### src/rtl/uart_lcd_sched.sv
// Sequencer for the UART echo / LCD display datapath.
// It pops bytes from an RX FIFO, echoes them into a TX FIFO, and writes them
// into a 2x16 LCD character buffer, handling CR, BS and FF.
// Ports:
//   clk_50MHz, reset             - clock, synchronous active-high reset
//   rx_empty, rx_data, rx_rd     - RX FIFO read port (first-word-fall-through)
//   tx_full, tx_wr, tx_data      - TX FIFO write port
//   lcd_ready, lcd_we, lcd_addr,
//   lcd_char, lcd_refresh        - lcd1602 driver buffer/refresh port
//   cursor, busy, drop_count     - status
module uart_lcd_sched #(
  parameter bit         ECHO_EN    = 1'b1,
  parameter logic [7:0] CLEAR_CHAR = 8'h20,
  parameter bit         REFRESH_EN = 1'b1
) (
  input  logic       clk_50MHz,
  input  logic       reset,
  input  logic       rx_empty,
  input  logic [7:0] rx_data,
  output logic       rx_rd,
  input  logic       tx_full,
  output logic       tx_wr,
  output logic [7:0] tx_data,
  input  logic       lcd_ready,
  output logic       lcd_we,
  output logic [4:0] lcd_addr,
  output logic [7:0] lcd_char,
  output logic       lcd_refresh,
  output logic [4:0] cursor,
  output logic       busy,
  output logic [7:0] drop_count
);

  localparam logic [2:0] S_IDLE    = 3'd0;
  localparam logic [2:0] S_FETCH   = 3'd1;
  localparam logic [2:0] S_DECODE  = 3'd2;
  localparam logic [2:0] S_ECHO    = 3'd3;
  localparam logic [2:0] S_WRITE   = 3'd4;
  localparam logic [2:0] S_CLEAR   = 3'd5;
  localparam logic [2:0] S_REFRESH = 3'd6;

  localparam logic [1:0] C_PRINT = 2'd0;
  localparam logic [1:0] C_CR    = 2'd1;
  localparam logic [1:0] C_BS    = 2'd2;
  localparam logic [1:0] C_FF    = 2'd3;

  localparam logic [4:0] LINE2_ADDR = 5'd16;
  localparam logic [4:0] LAST_ADDR  = 5'd31;
  localparam logic [7:0] DROP_MAX   = 8'hFF;

  logic [2:0] state_q, state_d;
  logic [7:0] byte_q, byte_d;
  logic [1:0] cls_q, cls_d;
  logic [4:0] cursor_q, cursor_d;
  logic [7:0] drop_q, drop_d;
  logic       rx_rd_q, rx_rd_d;
  logic       tx_wr_q, tx_wr_d;
  logic [7:0] tx_data_q, tx_data_d;
  logic       lcd_we_q, lcd_we_d;
  logic [4:0] lcd_addr_q, lcd_addr_d;
  logic [7:0] lcd_char_q, lcd_char_d;
  logic       lcd_refresh_q, lcd_refresh_d;
  logic       busy_q, busy_d;

  // Class-specific action, shared by the DECODE (no echo) and ECHO exits.
  logic       start_act;
  logic [1:0] act_cls;

  // Next-state and next-output logic; strobes default low every cycle.
  always_comb begin
    state_d       = state_q;
    byte_d        = byte_q;
    cls_d         = cls_q;
    cursor_d      = cursor_q;
    drop_d        = drop_q;
    rx_rd_d       = 1'b0;
    tx_wr_d       = 1'b0;
    tx_data_d     = tx_data_q;
    lcd_we_d      = 1'b0;
    lcd_addr_d    = lcd_addr_q;
    lcd_char_d    = lcd_char_q;
    lcd_refresh_d = 1'b0;
    start_act     = 1'b0;
    act_cls       = cls_q;

    case (state_q)
      S_IDLE: begin
        if (!rx_empty) begin
          rx_rd_d = 1'b1;
          byte_d  = rx_data;
          state_d = S_FETCH;
        end
      end

      S_FETCH: state_d = S_DECODE;

      S_DECODE: begin
        if (byte_q >= 8'h20 && byte_q <= 8'h7E) begin
          act_cls = C_PRINT;
        end else if (byte_q == 8'h0D) begin
          act_cls = C_CR;
        end else if (byte_q == 8'h08) begin
          act_cls = C_BS;
        end else if (byte_q == 8'h0C) begin
          act_cls = C_FF;
        end
        cls_d = act_cls;
        if (!(byte_q >= 8'h20 && byte_q <= 8'h7E) && byte_q != 8'h0D &&
            byte_q != 8'h08 && byte_q != 8'h0C) begin
          if (drop_q != DROP_MAX) drop_d = drop_q + 8'd1;
          state_d = S_IDLE;
        end else if (ECHO_EN) begin
          state_d = S_ECHO;
        end else begin
          start_act = 1'b1;
        end
      end

      S_ECHO: begin
        if (!tx_full) begin
          tx_wr_d   = 1'b1;
          tx_data_d = byte_q;
          start_act = 1'b1;
        end
      end

      // Hold the write strobe until the driver accepts it.
      S_WRITE: begin
        if (lcd_ready) begin
          if (cls_q == C_PRINT) cursor_d = cursor_q + 5'd1;
          state_d = S_REFRESH;
        end else begin
          lcd_we_d = 1'b1;
        end
      end

      // Walk addresses 0..31, advancing only on accepted writes.
      S_CLEAR: begin
        if (lcd_ready) begin
          if (lcd_addr_q == LAST_ADDR) begin
            cursor_d = 5'd0;
            state_d  = S_REFRESH;
          end else begin
            lcd_we_d   = 1'b1;
            lcd_addr_d = lcd_addr_q + 5'd1;
          end
        end else begin
          lcd_we_d = 1'b1;
        end
      end

      // Raise refresh for one cycle once the driver is ready, then leave.
      S_REFRESH: begin
        if (!REFRESH_EN || lcd_refresh_q) begin
          state_d = S_IDLE;
        end else if (lcd_ready) begin
          lcd_refresh_d = 1'b1;
        end
      end

      default: state_d = S_IDLE;
    endcase

    if (start_act) begin
      case (act_cls)
        C_PRINT: begin
          lcd_we_d   = 1'b1;
          lcd_addr_d = cursor_q;
          lcd_char_d = byte_q;
          state_d    = S_WRITE;
        end
        C_CR: begin
          cursor_d = (cursor_q < LINE2_ADDR) ? LINE2_ADDR : 5'd0;
          state_d  = S_REFRESH;
        end
        C_BS: begin
          if (cursor_q == 5'd0) begin
            state_d = S_REFRESH;
          end else begin
            cursor_d   = cursor_q - 5'd1;
            lcd_we_d   = 1'b1;
            lcd_addr_d = cursor_q - 5'd1;
            lcd_char_d = CLEAR_CHAR;
            state_d    = S_WRITE;
          end
        end
        default: begin
          lcd_we_d   = 1'b1;
          lcd_addr_d = 5'd0;
          lcd_char_d = CLEAR_CHAR;
          state_d    = S_CLEAR;
        end
      endcase
    end

    busy_d = (state_d != S_IDLE);
  end

  // State and output registers with synchronous reset.
  always_ff @(posedge clk_50MHz) begin
    if (reset) begin
      state_q       <= S_IDLE;
      byte_q        <= 8'h00;
      cls_q         <= C_PRINT;
      cursor_q      <= 5'd0;
      drop_q        <= 8'h00;
      rx_rd_q       <= 1'b0;
      tx_wr_q       <= 1'b0;
      tx_data_q     <= 8'h00;
      lcd_we_q      <= 1'b0;
      lcd_addr_q    <= 5'd0;
      lcd_char_q    <= 8'h00;
      lcd_refresh_q <= 1'b0;
      busy_q        <= 1'b0;
    end else begin
      state_q       <= state_d;
      byte_q        <= byte_d;
      cls_q         <= cls_d;
      cursor_q      <= cursor_d;
      drop_q        <= drop_d;
      rx_rd_q       <= rx_rd_d;
      tx_wr_q       <= tx_wr_d;
      tx_data_q     <= tx_data_d;
      lcd_we_q      <= lcd_we_d;
      lcd_addr_q    <= lcd_addr_d;
      lcd_char_q    <= lcd_char_d;
      lcd_refresh_q <= lcd_refresh_d;
      busy_q        <= busy_d;
    end
  end

  assign rx_rd       = rx_rd_q;
  assign tx_wr       = tx_wr_q;
  assign tx_data     = tx_data_q;
  assign lcd_we      = lcd_we_q;
  assign lcd_addr    = lcd_addr_q;
  assign lcd_char    = lcd_char_q;
  assign lcd_refresh = lcd_refresh_q;
  assign cursor      = cursor_q;
  assign busy        = busy_q;
  assign drop_count  = drop_q;

endmodule

### config.mk
export PLATFORM = sky130hd
export DESIGN_NAME = uart_lcd_sched
export DESIGN_NICKNAME = d
export VERILOG_FILES = /design/src/rtl/uart_lcd_sched.sv
export SDC_FILE = /design/constraint.sdc
export NUM_CORES = 1
export LEC_CHECK = 0
export ABC_AREA = 0
export CAP_MARGIN = 25
export CORE_ASPECT_RATIO = 1.75
export CORE_UTILIZATION = 40
export DETAILED_ROUTE_END_ITERATION = 8
export PLACE_DENSITY = 0.74
export SETUP_SLACK_MARGIN = 0.5
export SLEW_MARGIN = 20
export SYNTH_ARGS = -nofsm -noshare
export SYNTH_HDL_FRONTEND = slang
export SYNTH_SLANG_ARGS = --single-unit
### constraint.sdc
create_clock -name clk_50MHz -period 2.9 [get_ports clk_50MHz]
set_clock_uncertainty 0.2 [all_clocks]
set_input_delay 0.29 -clock clk_50MHz [delete_from_list [all_inputs] [get_ports clk_50MHz]]
set_output_delay 0.29 -clock clk_50MHz [all_outputs]
set_load 0.01 [all_outputs]
==> results of run 1 <==
## what timing repair did
action | CTS | global route
pin swaps | 24 | 27
buffers inserted | 12 | 4
gates cloned | 0 | 1
hold buffers | 0 | 0
endpoints found under the setup margin | 21 | 21
resized for setup | 28 | 28
endpoints found under the hold margin | 0 | 0
## layout by cell type (no fill, tap or decap), types with 3 or more instances in the layout
| cell type | Yosys | final |
|---|---|---|
| sky130_fd_sc_hd__buf_6 | 0 | 5 |
| sky130_fd_sc_hd__a221oi_2 | 0 | 3 |
| sky130_fd_sc_hd__nand4_1 | 8 | 8 |
| sky130_fd_sc_hd__nand3_1 | 10 | 6 |
| sky130_fd_sc_hd__xor2_1 | 7 | 7 |
| sky130_fd_sc_hd__o21ai_0 | 13 | 5 |
| sky130_fd_sc_hd__inv_1 | 9 | 7 |
| sky130_fd_sc_hd__mux2_2 | 3 | 3 |
| sky130_fd_sc_hd__a22o_1 | 3 | 3 |
| sky130_fd_sc_hd__a21o_1 | 4 | 4 |
| sky130_fd_sc_hd__clkbuf_16 | 0 | 6 |
| sky130_fd_sc_hd__ha_4 | 0 | 3 |
| sky130_fd_sc_hd__nor2_1 | 30 | 26 |
| sky130_fd_sc_hd__nor2b_1 | 4 | 4 |
| sky130_fd_sc_hd__o21ai_2 | 0 | 3 |
| sky130_fd_sc_hd__nor3_1 | 5 | 4 |
| sky130_fd_sc_hd__dfxtp_1 | 52 | 48 |
| sky130_fd_sc_hd__a21oi_2 | 0 | 8 |
| sky130_fd_sc_hd__nand2_2 | 0 | 6 |
| sky130_fd_sc_hd__clkdlybuf4s50_1 | 0 | 51 |
| sky130_fd_sc_hd__and3_1 | 4 | 4 |
| sky130_fd_sc_hd__mux2i_1 | 6 | 6 |
| sky130_fd_sc_hd__a21oi_1 | 39 | 31 |
| sky130_fd_sc_hd__nand3_2 | 0 | 4 |
| sky130_fd_sc_hd__ha_1 | 8 | 4 |
| sky130_fd_sc_hd__nand2b_1 | 5 | 4 |
| sky130_fd_sc_hd__nand2_1 | 61 | 55 |
| sky130_fd_sc_hd__o21ai_1 | 0 | 5 |
| sky130_fd_sc_hd__buf_4 | 0 | 27 |
## synthesized netlist by cell type (2+ instances only)
cell,count
sky130_fd_sc_hd__buf_1,2
sky130_fd_sc_hd__nand2b_1,5
sky130_fd_sc_hd__nand4_1,8
sky130_fd_sc_hd__clkbuf_1,18
sky130_fd_sc_hd__mux2_2,3
sky130_fd_sc_hd__nor3_1,5
sky130_fd_sc_hd__a22oi_1,2
sky130_fd_sc_hd__a211oi_1,2
sky130_fd_sc_hd__xnor2_1,2
sky130_fd_sc_hd__dfxtp_1,52
sky130_fd_sc_hd__o21ai_0,13
sky130_fd_sc_hd__or4_1,2
sky130_fd_sc_hd__ha_1,8
sky130_fd_sc_hd__o21bai_1,2
sky130_fd_sc_hd__and3_1,4
sky130_fd_sc_hd__and2_1,2
sky130_fd_sc_hd__xor2_1,7
sky130_fd_sc_hd__or3_1,2
sky130_fd_sc_hd__inv_1,9
sky130_fd_sc_hd__nand2_1,61
sky130_fd_sc_hd__nor2b_1,4
sky130_fd_sc_hd__a221oi_1,4
sky130_fd_sc_hd__nand3_1,10
sky130_fd_sc_hd__and4_1,2
sky130_fd_sc_hd__mux2i_1,6
sky130_fd_sc_hd__nor2_1,30
sky130_fd_sc_hd__a21o_1,4
sky130_fd_sc_hd__a21oi_1,39
sky130_fd_sc_hd__a22o_1,3
## worst min path at each step
stage	start	end	slack, ns
3_5_place_dp	lcd_char[1]$_SDFFE_PP0P_	lcd_char[1]$_SDFFE_PP0P_	0.25
2_1_floorplan	reset	state_q[2]$_SDFF_PP0_	0.17
4_1_cts	tx_data[7]$_SDFFE_PP0P_	tx_data[7]$_SDFFE_PP0P_	0.27
6_report	tx_data[7]$_SDFFE_PP0P_	tx_data[7]$_SDFFE_PP0P_	0.27
3_3_place_gp	lcd_char[3]$_SDFFE_PP0P_	lcd_char[3]$_SDFFE_PP0P_	0.25
5_1_grt	lcd_char[2]$_SDFFE_PP0P_	lcd_char[2]$_SDFFE_PP0P_	0.29
## flip-flops by register name, summed over array words and instances (netlist names)
| signal | cells |
|---|---|
| cls_q | 2 |
| tx_data | 8 |
| lcd_addr | 5 |
| byte_q | 8 |
| tx_wr | 1 |
| lcd_char | 8 |
| lcd_refresh | 1 |
| rx_rd | 1 |
| drop_count | 8 |
| cursor | 5 |
| busy | 1 |
| lcd_we | 1 |
| state_q | 3 |
## logic make-up after synthesis
logic type | synth area share [%]
mux | 3.48
compound gates | 19.5
xor+xnor | 2.92
simple gates | 27.4
buf+inv | 4.41
flops | 38.6
fa+ha+maj | 3.71
## power groups by stage
stage	clock network, mW	logic, mW	registers, mW
after global placement	0	0.210	0.762
after global routing	0.646	0.283	0.748
after detailed placement	0	0.212	0.763
after CTS	0.621	0.240	0.745
final	0.617	0.263	0.746
after floorplan	0	0.131	0.763
## per-layer routing
metal	up-vias	share of wire, %
met3	35	4.3
met1	1364	36
met2	114	55
li1	1338	-
met5	-	0
met4	0	4.4
## final cells by class
| cell class | instances | share of cell area [%] |
|---|---|---|
| multi-input cells | 257 | 45.1 |
| flip-flops and latches | 52 | 26.8 |
| repair buffers | 85 | 20.8 |
| inverters | 9 | 0.925 |
| well taps | 82 | 2.62 |
| clock inverters | 1 | 0.191 |
| clock buffers | 7 | 3.64 |
## worst min-delay path, delay by kind of cell, from the launching register on
family | cells | cell delay, ns
and+or+nand+nor | 1 | 0.05
AOI/OAI and AO/OA | 1 | 0.05
DFF | 1 | 0.31
==> impl_summary.md, run 1 <==
Power and ir drop
In this run, the clock network consumes around 38% of the power. The reported leakage power is approximately 1.5 nW. The worst-case IR drop observed on VDD is ~400 uV.

The combinational power share is ~16%. The internal power of the cells totals about 1.2 mW. The switching share of power is around a quarter. The register share of total power is between 40% and 50%.

The power density relative to cell area is around 410 nW/um2. In this run the power spent charging and discharging nets is around 0.43 mW. The post-layout total power is 1.63 mW.

Route
For this block, the routed nets add up to 8020 um of wire. The first routing iteration left around 240 violations. The post-detailed-route DRC marker count is 0. In the routed layout, each cell is associated on average with a via count of between 5 and 6.

The first detailed-routing pass ran for 4 iterations. The average wire length per cell after detail routing is around 16 um. The detailed-route via count is 2,851.

Once detail routing completed, the nets flagged for antenna violations numbered 0.

CTS
After clock tree synthesis, the clock-pin slew on the worst setup and hold paths is 0.07 ns. The tree is rooted in a sky130_fd_sc_hd__clkbuf_16. The CTS buffer count is 5. The maximum clock path buffer count is 2. The TritonCTS clock tree is built.

The later pin in the worst-skew pair is clocked with a latency of about 0.30 ns. The H-tree was split into 2 levels. The total clock sinks is 52.

Critical path
Grouping stages by cell kind, the critical path spends the most delay in simple AND/OR/NAND/NOR gates. The biggest fanout along the worst timing path is 7. The worst-path cell with the longest stage delay is sky130_fd_sc_hd__or4b_4. At the worst endpoint, the required time is 2.88 ns. The number of cells on the critical path is 12.

The worst setup path is of the flip-flop to flip-flop kind. The signal on the critical path passes through or4b_4 > nor3_4 > nand3_2 > a21boi_4 > buf_6 > ha_4 > inv_4 > nor2_4 > buf_4 > or3_4 > nand2_1 > a21oi_1. Together, buffers and inverters on the worst path number 3. The reg-to-reg setup timing slack is approximately 0.16 ns. The longest individual stage delay on the worst path is ~0.56 ns. The worst register-to-register path ends at lcd_char[3]$_SDFFE_PP0P_. The start of the worst register-to-register path is byte_q[1]$_SDFFE_PP0P_. The worst register-to-register path has a depth of 12. STA classifies the critical path endpoint as a flip-flop. The capture point of the critical path is lcd_char[3]$_SDFFE_PP0P_. The source of the critical timing path is byte_q[1]$_SDFFE_PP0P_. The worst setup path is launched from a flip-flop. For the worst setup path, the data arrival time is about 2.7 ns.

Floorplanning
In this run the vertical extent of the chip is roughly 110 um. The core area is ~6500 um2. The initial core utilization is about two fifths. The number of rows in the core area is 39. In this run the count of I/O pins placed on the die edge is 52. The floorplan die width is 64.1 um. The overall die area is roughly 7100 um2.

Worst hold path
The depth of the worst hold-timing path is 2. The min-delay analysis places its worst path in the category flip-flop to flip-flop.

Timing
The headroom to the max-slew limit is between 60 and 70%. The minimum setup slack in the final design is between 0.15 and 0.2 ns. The clock period minus final worst setup slack is about 2.7 ns. Derived from the worst setup path, the maximum achievable clock frequency is between 300 and 400 MHz. The count of final max-slew check failures is 0. The transition at the pin with the smallest max-transition slack is 0.526 ns. Dividing the final minimum period by the clock period gives between 90% and 100%. The final-report hold violation count is 0. Setup violations remaining at the end of the flow were counted as 0.

The final hold slack is around 0.27 ns. The setup TNS is 0 ns. Setup repair after global routing could not meet its margin everywhere.

Synthesis
In this run, synthesis inferred 0 flip-flops with an integrated enable. Synthesis inferred between 50 and 60 register bits. For this run, asynchronously set or reset flops after synthesis account for 0%. The post-synthesis cell type count is 58. Summing every instance area after synthesis gives 2700 um2. The main flop type after synthesis is sky130_fd_sc_hd__dfxtp_1.

The leading area contributor after synthesis is sky130_fd_sc_hd__dfxtp_1. Counting every instance in the synthesized netlist gives 340. The area fraction of the dominant cell type after synthesis is ~39%.

After synthesis, flip-flops and latches occupy between 30% and 40% of the total area. By area the synthesized netlist is led by sky130_fd_sc_hd__dfxtp_1 (39%), sky130_fd_sc_hd__nand2_1 (8.5%), sky130_fd_sc_hd__a21oi_1 (7.2%). A synthesized cell averages around 8 um2. The number of warnings reported in the yosys synthesis log is 0. The post-synthesis net count is 361.

Global routing
Global routing used 43.5% of the available met2 tracks. The number of global-route vias before repair is around 2,800. The number of antenna violations at the first check in global routing came to 0. The residual overflow from global routing is 0. The global-route track usage on met3 is slightly above 4%. The overall track demand over capacity in global routing is 23.4%. The first-pass GRT wire length is ~13,000 um. The maximum number of pins on one net before global-route repair is 23. The met1 usage in global routing is between 20% and 30%. The highest-utilization routing layer at the global route stage is met2.

Final layout
The number of fillers in the final layout is roughly 560. The final cell count without fillers is 493. Cells with a size suffix above 1 make up 23.8% of the layout.

The net count of the finished layout is ~430. The final antenna diode count is 0. The area of all placed cells without fillers is around 3900 um2. The post-layout utilization of the core is roughly 60%.

The area used by sequential logic in the layout is 1050 um2. Relative to the synthesized area, the layout overhead comes to 45.4%. Summing all multi-input logic gate instances after layout gives around 1800 um2.

Placed design
The number of port buffers is 51. After detailed placement, the design holds a cell count of between 400 and 500. Before CTS, the worst setup slack after placement is 0.0814 ns. At the end of routability-driven placement, the weighted congestion stood at 0.952. The HPWL after detailed placement is around 5400 um. The area after detailed placement is 3400 um2.

Outcome
The flow ran to the end, and the final reports show no timing, DRC or antenna violations.

Job
The max-capacitance violation count is 0.
Power figures use the tool's default switching activity.
==> run 2: changes to the inputs <==
- CTS_CLUSTER_DIAMETER: default -> 30
==> results of run 2 <==
Final layout, timing and power as in run 1 (identical DEF).
==> run 3: changes to the inputs <==
- CORE_MARGIN: default -> 2
==> run 3 against run 2 <==
Final cell count decreased by 0.81%. Cell area decreased by 2.3%. Via count down 4.4%. Non-clock buffer count shrank 4. Wire length down 4.2%. Combinational power decreased by 2%. Largest power group unchanged. Clock power up 10%. Global-route usage fell by 1.7 points. Worst hold slack worse by 0.0051 ns. Critical path type unchanged. Sequential share of layout area is 0.54 points higher.
==> impl_summary.md, run 3 (same netlist as run 1, synthesis figures left out) <==
CTS
TritonCTS built the clock tree. The maximum clock path buffer count is 2. The master cell of the clock root buffer is sky130_fd_sc_hd__clkbuf_16. In this run, post-CTS hold repair placed 0 buffers. The clock network latency to the later pin of the worst-skew pair is a little under 0.3 ns. The CTS clock-pin slew for the worst setup and hold paths is 0.06 ns. The CTS buffer count is 5. For this design, the sink count on the clock tree is 52. The H-tree generated during clock tree synthesis spans 2 levels.

Placed design
The weighted congestion reported at the end of routability-driven placement is roughly 0.9. Port buffering added just over 50 buffers. The HPWL after detailed placement is roughly 5400 um.

Route
Dividing the detail-routed wire length by the instance count gives between 15 and 20 um. In the routed layout, each cell is associated on average with a via count of about 5.6. The detailed-route via count is between 2,000 and 3,000. For this block, the routed nets add up to slightly below 8000 um of wire.

In the routed design, unresolved DRC markers number 0. The detail route stage leaves a number of antenna-violating nets equal to 0. In this run, the number of DRC markers left after iteration 0 of detailed routing was 172.

The first-pass iteration count of the detailed router is 4.

Worst hold path
The path class of the tightest hold or removal check is flip-flop to flip-flop.

Timing
Based on the critical path, the design can be clocked at up to approximately 380 MHz. The clock period minus final worst setup slack is about 2.6 ns. The transition at the pin with the smallest max-transition slack is around 0.53 ns. After layout, the worst path uses between 90% and 100% of the clock period. The setup TNS is 0 ns. The final hold slack is 0.262 ns. The final-report hold violation count is 0. Setup repair after global routing could not meet its margin everywhere.

Setup violations remaining at the end of the flow were counted as 0. The headroom to the max-slew limit is approximately 65%. The count of final max-slew check failures is 0.

Floorplanning
During I/O placement, the number of pins put on the boundary was 52. The floorplan die width is about 66 um. The die covers around 7400 um2. Once the floorplan was initialized, standard cells occupied 41.3% of the core.

The floorplan has 39 rows. The height of the chip is around 110 um. The total area inside the core boundary comes to around 6500 um2.

Critical path
The critical path data arrival time is 2.66 ns. The buffering stage count on the worst path with inverters included is 3. The type of element capturing the critical path is a flip-flop. Among all stages on the critical path, the largest delay is contributed by sky130_fd_sc_hd__or4b_4.

STA puts the critical path data required time at around 2.9 ns. Traced cell by cell, the critical path runs through or4b_4 > nor3_4 > a21oi_1 > a21oi_2 > inv_2 > ha_4 > inv_4 > nor2_4 > nor3_4 > buf_4 > nand3_1 > a21oi_1. The kind of start point of the critical path is a flip-flop. The gate family responsible for the most delay along the worst path is simple AND/OR/NAND/NOR gates. The category of the critical setup timing path is flip-flop to flip-flop. Along the worst path, the maximum fanout reaches 3.

The largest single stage delay on the critical path is 0.58 ns.

Final layout
The final antenna diode count is 0. At the end of the flow, the number of nets in the layout was 427. The area overhead of the layout relative to synthesis is 42.0%.

The filler cells instantiated in the layout total slightly below 600. The post-layout utilization of the core is just under 60%. The library cell used most frequently in the layout, excluding fill and tap cells, is sky130_fd_sc_hd__nand2_1.

In the layout the commonest cells are sky130_fd_sc_hd__nand2_1 (59), sky130_fd_sc_hd__clkdlybuf4s50_1 (51), sky130_fd_sc_hd__dfxtp_1 (49). The share of post-route cells with drive strength above 1 is 18.4%.

Job
Max-cap violations in this run came to 0.

Global routing
For this run, the total global-route usage over all layers was measured as a little over a fifth. Entering global routing, the biggest net connects 28 pins. The first-pass GRT wire length is approximately 13,000 um. Summed over all layers, the global routing overflow is 0. The number of global-route vias before repair was approximately 2,700. The number of antenna violations at the first check in global routing is 0.

Power and ir drop
Across the VDD grid, the largest voltage drop is about 340 uV. The share of total power dissipated in sequential elements is approximately 44%. The combinational power share is around 15%. Overall power consumption after layout is estimated at 1.69 mW. The reported leakage power is ~1.5 nW.

The switching power is ~0.42 mW. Dividing total power by cell area gives a power density of roughly 440 nW/um2. In this run switching power makes up 25.0% of total power.

Of the total power, the clock network draws about two fifths. Internal power comes to between 1 and 1.5 mW.

Outcome
The run finished with clean final reports.
-- run 3: cell type report --
type	instances	area, um2	area share, %
Clock buffer	5	125	3.27
Multi-Input combinational cell	257	1680	43.9
Timing Repair Buffer	81	791	20.6
Clock inverter	3	47.5	1.24
Inverter	9	36.3	0.947
Tap cell	82	103	2.68
Sequential cell	52	1050	27.3
-- run 3: metrics by stage --
step	instance area, um2	setup slack, ns	instances
floorplan	2760	0.288	340
global placement	3410	0.194	469
detailed placement	3410	0.124	469
CTS	3770	0.273	486
global route	3830	0.104	489
finish	3830	0.261	489
-- run 3: worst register-to-register path: stages (launching register included) --
cell and delay, ns:
sky130_fd_sc_hd__dfxtp_2 0.33, sky130_fd_sc_hd__or4b_4 0.58, sky130_fd_sc_hd__nor3_4 0.19, sky130_fd_sc_hd__a21oi_1 0.11, sky130_fd_sc_hd__a21oi_2 0.19, sky130_fd_sc_hd__inv_2 0.08, sky130_fd_sc_hd__ha_4 0.18, sky130_fd_sc_hd__inv_4 0.07
sky130_fd_sc_hd__nor2_4 0.05, sky130_fd_sc_hd__nor3_4 0.18, sky130_fd_sc_hd__buf_4 0.17, sky130_fd_sc_hd__nand3_1 0.11, sky130_fd_sc_hd__a21oi_1 0.15
-- run 3: power by group through the flow --
stage / clock [mW] / sequential, mW / combinational, mW
global placement: 0 / 0.762 / 0.212
CTS: 0.692 / 0.745 / 0.246
global route: 0.722 / 0.748 / 0.278
finish: 0.681 / 0.746 / 0.259
detailed placement: 0 / 0.763 / 0.213
floorplan: 0 / 0.763 / 0.131
-- run 3: what timing repair did --
action / 4_1_cts / 5_1_grt
endpoints found under the setup margin: 21 / 21
gates resized for setup: 31 / 7
pin swaps: 14 / 6
buffers inserted: 9 / 3
-- run 3: final timing paths --
kind | start | to | slack, ns | cells past startpoint
worst max-delay path | byte_q[7]$_SDFFE_PP0P_ | lcd_char[4]$_SDFFE_PP0P_ | 0.26 | 12
worst min-delay path | lcd_char[4]$_SDFFE_PP0P_ | lcd_char[4]$_SDFFE_PP0P_ | 0.26 | 2
worst max register to register | byte_q[7]$_SDFFE_PP0P_ | lcd_char[4]$_SDFFE_PP0P_ | 0.26 | 12
worst min register to register | lcd_char[4]$_SDFFE_PP0P_ | lcd_char[4]$_SDFFE_PP0P_ | 0.26 | 2
-- run 3: routing by layer --
layer | global-route usage [%] | vias up | wire length (um)
met3 | 2.81 | 40 | 302
met4 | 16.5 | 0 | 561
met5 | 0 | - | 0
met1 | 22.5 | 1248 | 2800
met2 | 37.9 | 101 | 4020
li1 | - | 1336 | -
